## src/rtl/extensor_pipe.sv

```systemverilog
// -----------------------------------------------------------------------------
// extensor_pipe
//   Immediate / jump-target extender with a valid/ready handshake on both sides.
//   Each accepted item (entrada, modo, pc) is turned into one result:
//     modo 0 : zero-extend entrada
//     modo 1 : sign-extend entrada
//     modo 2 : sign-extend, shift left by DESLOCAMENTO, flag signed overflow
//     modo 3 : jump target = upper pc bits | (entrada << DESLOCAMENTO)
//   Results leave through a two-entry buffer (output register + skid register),
//   so entrada_pronta never depends combinationally on saida_pronta.
//
// Ports
//   clock          : single clock, rising edge
//   reset          : synchronous, active-high; clears all buffered items
//   entrada_valida : producer offers an item
//   entrada_pronta : block can accept an item (low during reset)
//   entrada        : field to extend            [LARGURA_ENTRADA]
//   modo           : operation select           [2]
//   pc             : program counter            [LARGURA_SAIDA]
//   saida_valida   : saida/estouro hold a valid result
//   saida_pronta   : consumer takes the result
//   saida          : extended result            [LARGURA_SAIDA]
//   estouro        : overflow flag, qualified by saida_valida
//   ocupacao       : number of items held (0..2)
// -----------------------------------------------------------------------------
module extensor_pipe #(
  parameter int LARGURA_ENTRADA = 26,
  parameter int LARGURA_SAIDA   = 32,
  parameter int DESLOCAMENTO    = 2
) (
  input  logic                       clock,
  input  logic                       reset,
  input  logic                       entrada_valida,
  output logic                       entrada_pronta,
  input  logic [LARGURA_ENTRADA-1:0] entrada,
  input  logic [1:0]                 modo,
  input  logic [LARGURA_SAIDA-1:0]   pc,
  output logic                       saida_valida,
  input  logic                       saida_pronta,
  output logic [LARGURA_SAIDA-1:0]   saida,
  output logic                       estouro,
  output logic [1:0]                 ocupacao
);

  localparam int LW    = LARGURA_SAIDA + DESLOCAMENTO;
  localparam int CORTE = LARGURA_ENTRADA + DESLOCAMENTO;

  // Keeps the pc bits at and above CORTE. When CORTE >= LARGURA_SAIDA the
  // shifted one falls off the top, the subtraction yields all ones and the
  // mask becomes zero, which is exactly "no pc bits survive".
  localparam logic [LARGURA_SAIDA-1:0] MASCARA_PC =
    ~((LARGURA_SAIDA'(1) << CORTE) - LARGURA_SAIDA'(1));

  if (LARGURA_ENTRADA > LARGURA_SAIDA || DESLOCAMENTO >= LARGURA_SAIDA ||
      DESLOCAMENTO < 0) begin : g_param_invalido
    $error("extensor_pipe: illegal parameter combination");
  end

  // ---------------------------------------------------------------------------
  // Datapath: result of the item currently offered on the input side
  // ---------------------------------------------------------------------------
  logic [LW-1:0]            w_sinal_desl;  // sign-extended then shifted, untruncated
  logic [LW-1:0]            w_zero_desl;   // zero-extended then shifted
  logic [DESLOCAMENTO:0]    w_bits_topo;   // discarded bits plus new MSB
  logic [LARGURA_SAIDA-1:0] w_resultado;
  logic                     w_estouro;

  assign w_sinal_desl = LW'($signed(entrada)) << DESLOCAMENTO;
  assign w_zero_desl  = LW'(entrada) << DESLOCAMENTO;
  assign w_bits_topo  = w_sinal_desl[LW-1:LARGURA_SAIDA-1];

  // NOTE: every output of a combinational block gets a default first, so no
  // path through the case can leave a value unassigned and infer a latch.
  always_comb begin
    w_resultado = '0;
    w_estouro   = 1'b0;
    case (modo)
      2'd0: w_resultado = LARGURA_SAIDA'(entrada);
      2'd1: w_resultado = LARGURA_SAIDA'($signed(entrada));
      2'd2: begin
        w_resultado = w_sinal_desl[LARGURA_SAIDA-1:0];
        // Signed overflow: the bits shifted out and the new sign bit disagree.
        w_estouro   = ~((&w_bits_topo) | (~|w_bits_topo));
      end
      2'd3: w_resultado = (pc & MASCARA_PC) | w_zero_desl[LARGURA_SAIDA-1:0];
      default: ;
    endcase
  end

  // ---------------------------------------------------------------------------
  // Two-entry buffer: output register plus skid register
  // ---------------------------------------------------------------------------
  logic                     r_saida_valida;
  logic [LARGURA_SAIDA-1:0] r_saida;
  logic                     r_estouro;
  logic                     r_skid_valido;
  logic [LARGURA_SAIDA-1:0] r_skid;
  logic                     r_skid_estouro;

  logic w_aceita;
  logic w_conclui;
  logic w_saida_livre;

  // The skid register is only ever filled while the output register is busy,
  // so "skid empty" is the same as "fewer than two items held".
  assign entrada_pronta = ~r_skid_valido & ~reset;
  assign w_aceita       = entrada_valida & entrada_pronta;
  assign w_conclui      = r_saida_valida & saida_pronta;
  assign w_saida_livre  = ~r_saida_valida | w_conclui;

  // NOTE: state registers use non-blocking assignments so every register
  // samples pre-edge values regardless of statement order.
  always_ff @(posedge clock) begin
    if (reset) begin
      r_saida_valida <= 1'b0;
      r_saida        <= '0;
      r_estouro      <= 1'b0;
      r_skid_valido  <= 1'b0;
      r_skid         <= '0;
      r_skid_estouro <= 1'b0;
    end else if (w_saida_livre) begin
      // Older skid item always goes first to keep FIFO order.
      if (r_skid_valido) begin
        r_saida_valida <= 1'b1;
        r_saida        <= r_skid;
        r_estouro      <= r_skid_estouro;
        r_skid_valido  <= 1'b0;
      end else if (w_aceita) begin
        r_saida_valida <= 1'b1;
        r_saida        <= w_resultado;
        r_estouro      <= w_estouro;
      end else begin
        r_saida_valida <= 1'b0;
      end
    end else if (w_aceita) begin
      // Output held by backpressure: park the new item in the skid register.
      r_skid_valido  <= 1'b1;
      r_skid         <= w_resultado;
      r_skid_estouro <= w_estouro;
    end
  end

  assign saida_valida = r_saida_valida;
  assign saida        = r_saida;
  assign estouro      = r_estouro;
  assign ocupacao     = {1'b0, r_saida_valida} + {1'b0, r_skid_valido};

endmodule
```

## config.mk

```make
export PLATFORM = sky130hd
export DESIGN_NAME = extensor_pipe
export DESIGN_NICKNAME = d
export VERILOG_FILES = /design/src/rtl/extensor_pipe.sv
export SDC_FILE = /design/constraint.sdc
export NUM_CORES = 1
export LEC_CHECK = 0
export ABC_CLOCK_PERIOD_IN_PS = 4000
export CAP_MARGIN = 0
export CORE_MARGIN = 2
export CORE_UTILIZATION = 45
export DETAILED_ROUTE_END_ITERATION = 10
export PLACE_DENSITY = 0.77
export RECOVER_POWER = 25
export SYNTH_ARGS = -nofsm -noshare
export SYNTH_HDL_FRONTEND = slang
export SYNTH_SLANG_ARGS = --single-unit
```

## constraint.sdc

```tcl
create_clock -name clock -period 4 [get_ports clock]
set_clock_uncertainty 0.2 [all_clocks]
set_input_delay 0.8 -clock clock [delete_from_list [all_inputs] [get_ports clock]]
set_output_delay 0.8 -clock clock [all_outputs]
set_load 0.01 [all_outputs]
```

==> Word-level counts from Yosys, hierarchy flattened <==
Cells that the tools add are included.
{ "word_totals": {"regBits": 67, "word_cells": 30, "in_bits": 64} }
{ "op_classes": {"mux": 7, "reduce_logical": 5, "n_bitwise": 9, "add_sub_neg": 1, "n_eq_ne": 3} }
{ "ops": {"columns": ["op", "n"], "rows": [
  ["$pmux W32 S4", 1],
  ["$mux W32", 2],
  ["$or A32 B28 Y32", 1],
  ["$eq A2 B2 Y1 const B", 2],
  ["$mux W1", 4],
  ["$not A1 Y1", 4],
  ["$reduce_and A2 Y1", 2],
  ["$and A1 B1 Y1", 3],
  ["$add A1 B1 Y2", 1],
  ["$eq A2 B1 Y1 const B", 1],
  ["$logic_not A2 Y1", 1],
  ["$reduce_bool A2 Y1", 1],
  ["$reduce_or A2 Y1", 1],
  ["$or A1 B1 Y1", 1]
]} }

==> Longest topological paths before layout <==
Gate-level depths: netlist of the first run.
{ "logic_depth": {"depth_word": 5, "ltp_mapped": 6, "mapped_depth_nobuf": 4} }

==> Worst setup path after synthesis of the first run <==
Ideal clock, no wire load.
{ "synth_timing": {"path_kind": "input to register", "startpoint": "input modo[1]", "endpoint": "register r_saida[31], in the netlist saida[31]", "arrival_ns": 1.684, "required_ns": 3.679, "slack_ns": 1.995, "setup_time_ns": 0.121, "n_path_buf": 1, "stages": 5, "cell_sequence": "buf_2 and3b_1 or2_2 o221ai_1 nand2_1"} }
{ "synth_via": {"elab_chain_len": 4, "elab_cells_between_ends": 7} }
{ "synth_lines": {"columns": ["element", "line_no", "rtl"], "rows": [
  ["start: declaration", "36", "input logic [1:0] modo,"],
  ["$eq A2 B2 Y1, or another cell as far along", "77", "case (modo)"],
  ["$pmux W32 S4 (*)", "77", null],
  ["$mux W32 (*)", "128", "end else if (w_aceita) begin"],
  ["$mux W32 (*)", "123", "if (r_skid_valido) begin"],
  ["end signal: assignment", "125", "r_saida <= r_skid;"],
  ["end signal: assignment", "130", "r_saida <= w_resultado;"],
  ["end: declaration", "94", "logic [LARGURA_SAIDA-1:0] r_saida;"]
]} }
Mark *: on every way between the ends. The rest lies on a longest branch, timed or not. The select of a mux whose other input is x is not followed.
A chain may end at the register's enable or synchronous reset.

==> Worst setup path after layout of the first run <==
{ "layout_timing": {"startpoint": "input reset", "endpoint": "output entrada_pronta"} }
{ "layout_via": {"elab_chain_len": 2} }
{ "layout_lines": {"columns": ["element", "line_no", "rtl"], "rows": [
  ["start: declaration", "32", "input logic reset,"],
  ["$not A1 Y1", "106", "assign entrada_pronta = ~r_skid_valido & ~reset;"],
  ["$and A1 B1 Y1", "106", null],
  ["end: declaration", "34", "output logic entrada_pronta,"]
]} }
Every way passes these cells.

==> results of run 1 <==
-- cell usage after synthesis (all sizes together) --
cell type | count | share of area, %
dfxtp | 66 | 45
nor2 | 58 | 7.6
nand2 | 44 | 5.7
a21oi | 33 | 5.7
a211oi | 27 | 8.7
o21ai | 27 | 4.6
mux2i | 25 | 8.6
buf | 21 | 4.5
nor3 | 10 | 1.7
clkbuf | 6 | 0.77
a21boi | 4 | 1.0
o221ai | 4 | 1.2
nand2b | 3 | 0.64
nand3b | 2 | 0.52
nor3b | 2 | 0.52
or2 | 2 | 0.43
and3 | 1 | 0.22
and3b | 1 | 0.30
conb | 1 | 0.13
ha | 1 | 0.43
inv | 1 | 0.13
nand3 | 1 | 0.17
nor2b | 1 | 0.47
o21ba | 1 | 0.34
or3 | 1 | 0.22
-- report_power, final --
part	switching [W]	leakage (nW)	internal (W)	total [W]
sequential	0.0000156	0.539	0.000689	0.000705
combinational	0.000112	0.825	0.000110	0.000222
clock	0.000263	0.119	0.000432	0.000695
total	0.000391	1.48	0.00123	0.00162
-- stage by stage --
stage                     power (W)  hold WS, ns
final                      0.001622       0.2450
after global routing       0.001689       0.2718
after CTS                  0.001644       0.2508
after detailed placement  0.0009505       0.2401
after global placement    0.0009454       0.2356
after floorplan           0.0008435       0.2357
-- worst paths after layout --
kind	slack, ns	to	cells past startpoint
min reg2reg	0.25	saida[5]	2
max	0.93	entrada_pronta	3
min	0.25	saida[5]	2
max reg2reg	1.56	r_skid[2]	5
-- layer usage --
| metal | up-vias | GRT usage, % | part of all wire [%] |
|---|---|---|---|
| met5 | - | 0 | 0 |
| met2 | 60 | 31.17 | 48 |
| met3 | 8 | 3.835 | 4.2 |
| met1 | 1175 | 25.18 | 46 |
| li1 | 1304 | - | - |
| met4 | 0 | 8.081 | 1.2 |
-- area by class of cell --
cell class              count  share of cell area (%)
clock inverters             6                   2.985
repair buffers             73                   18.76
flip-flops and latches     66                   34.67
well taps                  77                   2.525
inverters                   1                 0.09839
clock buffers              10                   3.608
multi-input cells         249                   37.36
-- cell families after synthesis --
kind of cell             count (synthesis)  synth area share, %
other                                    1               0.1288
multiplexers                            25                8.595
AO/OA/AOI/OAI                           96                21.57
flip-flops                              66                45.38
adder cells (fa/ha/maj)                  1               0.4297
AND/OR/NAND/NOR                        126                18.52
buffers and inverters                   28                5.371
-- state kept, by name (all words and copies together), names as in the netlist --
signal,count
saida,32
r_skid_valido,1
r_skid,32
saida_valida,1
-- worst max-delay path: cells and delay by family --
kind          cells  cell delay [ns]
buf+inv           2             1.16
simple gates      1             0.10
==> impl_results.md, run 1 <==
- Status: complete, no violations
- Worst setup SP type: input pin
- Final WS setup: approximately 0.93 ns
- Data arrival, critical path: 2.07 ns
- Top Ports: slightly above 100
- DRT antenna net count: 0
- Pin count of the biggest net entering global routing: 59
- Area post-placement: 3573 um2
- # resized after CTS: 0
- Share of cells above drive strength 1: 8.889%
- Worst Tran Pin Value: 1.028 ns
- CP max stage cell: buf_2
- Initial antenna violation count: 0
- Placed wire-length estimate: 4273 um
- Buffers added on ports: 71
- Yosys cell types: 31
- Vias in the first global route: 2448
- #FFs+latches synth: 66
- Total Die Area: about 7100 um2
- Sink Count: 66
- YS warnings: 0
- GRT Total Usage: about a fifth
- Kind of end point of the critical path: primary output
- Worst slack, placed: roughly 0.92 ns
- Hold WC Path Type: reg2reg
- CP Cell Sequence: buf_2 > nor2_2 > clkdlybuf4s50_1
- Final net count: approximately 470
- CTS buffer count: 9
- Min cycle time layout: 3.068 ns
- Setup Crit Path Kind: in2out
- CTS tree: yes
- Most common cell after layout, fill and taps aside: dfxtp_1
- Total congestion overflow: 0
- Final hold violation count: 0
- LEAKAGE: between 1 and 1.5 nW
- Commonest non-fill, non-tap cells in the layout: dfxtp_1 (65), nor2_1 (57), clkdlybuf4s50_1 (46)
- Ant diodes: 0
- Worst setup path start: reset
- CP max stage delay: 0.64 ns
- # DRC: 0
- RD Place Congestion: 0.8278
- Worst vdd ir: about 0.29 mV
- CTS clock-pin slew for the worst setup and hold paths: 0.07 ns
- Post-Syn Area: 2912 um2
- Final setup fails: 0
- Chip Height: 84.44 um
- Post-route cell area: between 3000 and 4000 um2
- Register area: 1323 um2
- Iter 0 DRT Violations: between 100 and 150
- Area occupied by multi-input gates: between 1000 and 1500 um2
- Rel. slew slack: 31.45%
- First-pass GRT wire length: around 11000 um
- Via count: 2547
- Vias/cell: about 5.3
- Sequential area share after synthesis: 45.38%
- Initial Utilization: 46.12%
- Max Cap Viol: 0
- # hold bufs at CTS: 0
- Root buf cell: clkbuf_8
- Hold_sp: saida[5]
- Fmax: between 300 and 400 MHz
- H-tree levels: 3
- Drt pass-1 iters: 4
- Die X: 84.44 um
- Filler cell count in the final layout: 561
- Power Density: between 400 and 500 nW/um2
- Area Growth Syn to Fin: 31.03%
- Final Slew Violations: 0
- Core Region: 6314 um2
- Worst-Skew Late Latency: 0.33 ns
- Post-Syn Instances: 343
- Unrepaired setup endpoints after global routing: no
- Row cnt: 29
- Post-Route WL: between 6000 and 7000 um
- Final Cycle Share: 76.71%
- Req. time, crit path: 3.00 ns
- CTS Buffer Depth: 2
- Synthesized area per cell: 8.488 um2
- Worst r2r src: r_skid_valido
- Setup TNS: 0 ns
- CP max FO: 42
- Post-Layout Cell Count: 482
- Post-Place Cells: 466
- Final core occ: 60.42%
- Total setup buffers inserted after CTS: 0
- Wire per inst: about 14 um
- Syn_nets: 408
Power figures use the tool's default switching activity.
==> run 2: changes to the inputs <==
Settings changed: ABC_CLOCK_PERIOD_IN_PS 4000 to 3000.
Clock period 4 ns to 3 ns, I/O delays scaled along.
==> impl_results.md, run 2 (synthesis results as in run 1) <==
- Status: complete, no violations (unchanged)
- Worst Tran Pin Value: 0.8912 ns (was 1.028 ns)
- Initial antenna violation count: 0 (unchanged)
- Final WS setup: 0.4583 ns (was 0.9317 ns)
- Ant diodes: 0 (unchanged)
- Total congestion overflow: 0 (unchanged)
- FF-to-FF setup slack: 0.85 ns (was 1.56 ns)
- Die X: 84.44 um (unchanged)
- Final Slew Violations: 0 (unchanged)
- DRT antenna net count: 0 (unchanged)
- Post-Route WL: 6651 um (was 6593 um)
- Fmax: 393.4 MHz
- First-pass GRT wire length: 11260 um (was 11220 um)
- Worst vdd ir: 0.4481 mV (was 0.2920 mV)
- Final Cycle Share: 84.72%
- Placed wire-length estimate: 4351 um (was 4273 um)
- Area Growth Syn to Fin: 31.93% (was 31.03%)
- Cell depth of the worst flop-to-flop path: 5 (unchanged)
- RD Place Congestion: 0.8189 (was 0.8278)
- CP max stage cell: and3_1 (was buf_2)
- LEAKAGE: 1.469 nW (was 1.483 nW)
- CP Cell Sequence: dlygate4sd3_1 > nor2b_4 > and3_1 > buf_12 > nor2_1 > a211oi_1 (was buf_2 > nor2_2 > clkdlybuf4s50_1)
- Via count: 2559 (was 2547)
- Setup Crit Path Kind: in2reg (was in2out)
- Worst-Skew Late Latency: 0.33 ns (about the same)
- Filler cell count in the final layout: 566 (was 561)
- Wire per inst: 13.74 um (was 13.68 um)
- H-tree levels: 3 (unchanged)
- Vias/cell: 5.287 (was 5.284)
- Drt pass-1 iters: 4 (unchanged)
- R2R Path End: saida[27] (was r_skid[2])
- Vias in the first global route: 2406 (was 2448)
- Kind of end point of the critical path: register (was primary output)
- Final hold violation count: 0 (unchanged)
- Worst setup path start: saida_pronta (was reset)
- Total chip power: 0.002143 W (was 0.001622 W)
- Commonest non-fill, non-tap cells in the layout: dfxtp_1 (65), nor2_1 (56), clkdlybuf4s50_1 (55) (was dfxtp_1 (65), nor2_1 (57), clkdlybuf4s50_1 (46))
- CTS clock-pin slew for the worst setup and hold paths: 0.08 ns (was 0.07 ns)
- Most common cell after layout, fill and taps aside: dfxtp_1 (unchanged)
- CTS Buffer Depth: 2 (unchanged)
- Worst slack, placed: 0.4272 ns (was 0.9224 ns)
- Total Die Area: 7129 um2 (unchanged)
- Top Ports: 101 (unchanged)
- CP max stage delay: 0.66 ns (was 0.64 ns)
- Hold_sp: saida[31] (was saida[5])
- # hold bufs at CTS: 0 (unchanged)
- Chip Height: 84.44 um (unchanged)
- Iter 0 DRT Violations: 109 (was 129)
- Share of cells above drive strength 1: 9.582% (was 8.889%)
- Total setup buffers inserted after CTS: 0 (unchanged)
- # resized after CTS: 0 (unchanged)
- Unrepaired setup endpoints after global routing: no (unchanged)
- Pin count of the biggest net entering global routing: 57 (was 59)
- CP max FO: 40 (was 42)
- Rel. slew slack: 40.59% (was 31.45%)
- Max Cap Viol: 0 (unchanged)
- Core Region: 6314 um2 (unchanged)
- Initial Utilization: 46.12% (unchanged)
- Hold worst-path end: saida[31] (was saida[5])
- CTS tree: yes (unchanged)
- Final net count: 467 (was 465)
- Req. time, crit path: 3.05 ns (was 3.00 ns)
- Hold WC Path Type: reg2reg (unchanged)
- Worst r2r src: r_skid_valido (unchanged)
- Final setup fails: 0 (unchanged)
- Sink Count: 66 (unchanged)
- GRT Total Usage: 19.29% (was 19.26%)
- Setup TNS: 0 ns (unchanged)
- CTS buffer count: 9 (unchanged)
- Data arrival, critical path: 2.59 ns (was 2.07 ns)
- Worst Hold Depth: 2 (unchanged)
- Worst setup SP type: input pin (unchanged)
- Root buf cell: clkbuf_8 (unchanged)
- Power Density: 557.8 nW/um2 (was 425.2 nW/um2)
- Row cnt: 29 (unchanged)
- Min cycle time layout: 2.542 ns
- Buffers added on ports: 71 (unchanged)
- # DRC: 0 (unchanged)
[run 2: cell types whose count changed in the layout (fill, tap and decap cells not counted), sizes merged]
cell | previous run | this run
clkdlybuf4s50 | 46 | 55
dlygate4sd3 | 23 | 14
buf | 4 | 6
clkbuf | 10 | 9
clkinvlp | 2 | 3
[run 2: area by class of cell]
class	count	area (um2)	share of cell area [%]
Inverter	1	3.754	0.09772
Multi-Input combinational cell	249	1434	37.33
Timing Repair Buffer	75	743.2	19.35
Tap cell	77	96.34	2.508
Sequential cell	66	1323	34.43
Clock buffer	9	123.9	3.225
Clock inverter	7	117.6	3.062
[run 2: per-layer routing]
metal	vias up	GRT usage [%]	part of all wire (%)	wire [um]
li1	1310	-	-	-
met1	1173	26.56	47	3131
met2	70	29.73	46	3089
met3	6	4.326	5.5	364
met4	0	7.215	0.98	65
met5	-	0	0	0
[run 2: power by group]
| group | switching (W) | leakage (nW) | internal (W) |
|---|---|---|---|
| Sequential | 0.0000216 | 0.539 | 0.000919 |
| Combinational | 0.000151 | 0.819 | 0.000151 |
| Clock | 0.000350 | 0.111 | 0.000550 |
| Total | 0.000522 | 1.47 | 0.00162 |
[run 2: stage by stage]
stage	cells	utilization [%]	area [um2]	hold slack, ns
finish	484	60.84	3841	0.2447
global route	484	60.84	3841	0.2698
CTS	484	60.86	3842	0.2503
detailed placement	468	57.04	3601	0.2388
global placement	468	57.04	3601	0.2345
floorplan	343	-	2912	0.2357
[run 2: worst max path at each step]
| stage | to | slack, ns | cells after the start |
|---|---|---|---|
| global route | r_skid[5] | 0.28 | 6 |
| global placement | saida[7] | 0.46 | 4 |
| finish | r_skid[9] | 0.46 | 6 |
| detailed placement | saida[9] | 0.43 | 4 |
| CTS | ocupacao[0] | 0.71 | 2 |
| floorplan | saida[31] | 1.19 | 5 |
[run 2: critical path: cells and delay by family]
| family | cells | cell delay [ns] |
|---|---|---|
| buffers and inverters | 2 | 0.87 |
| AOI/OAI and AO/OA | 1 | 0.21 |
| and+or+nand+nor | 3 | 0.89 |
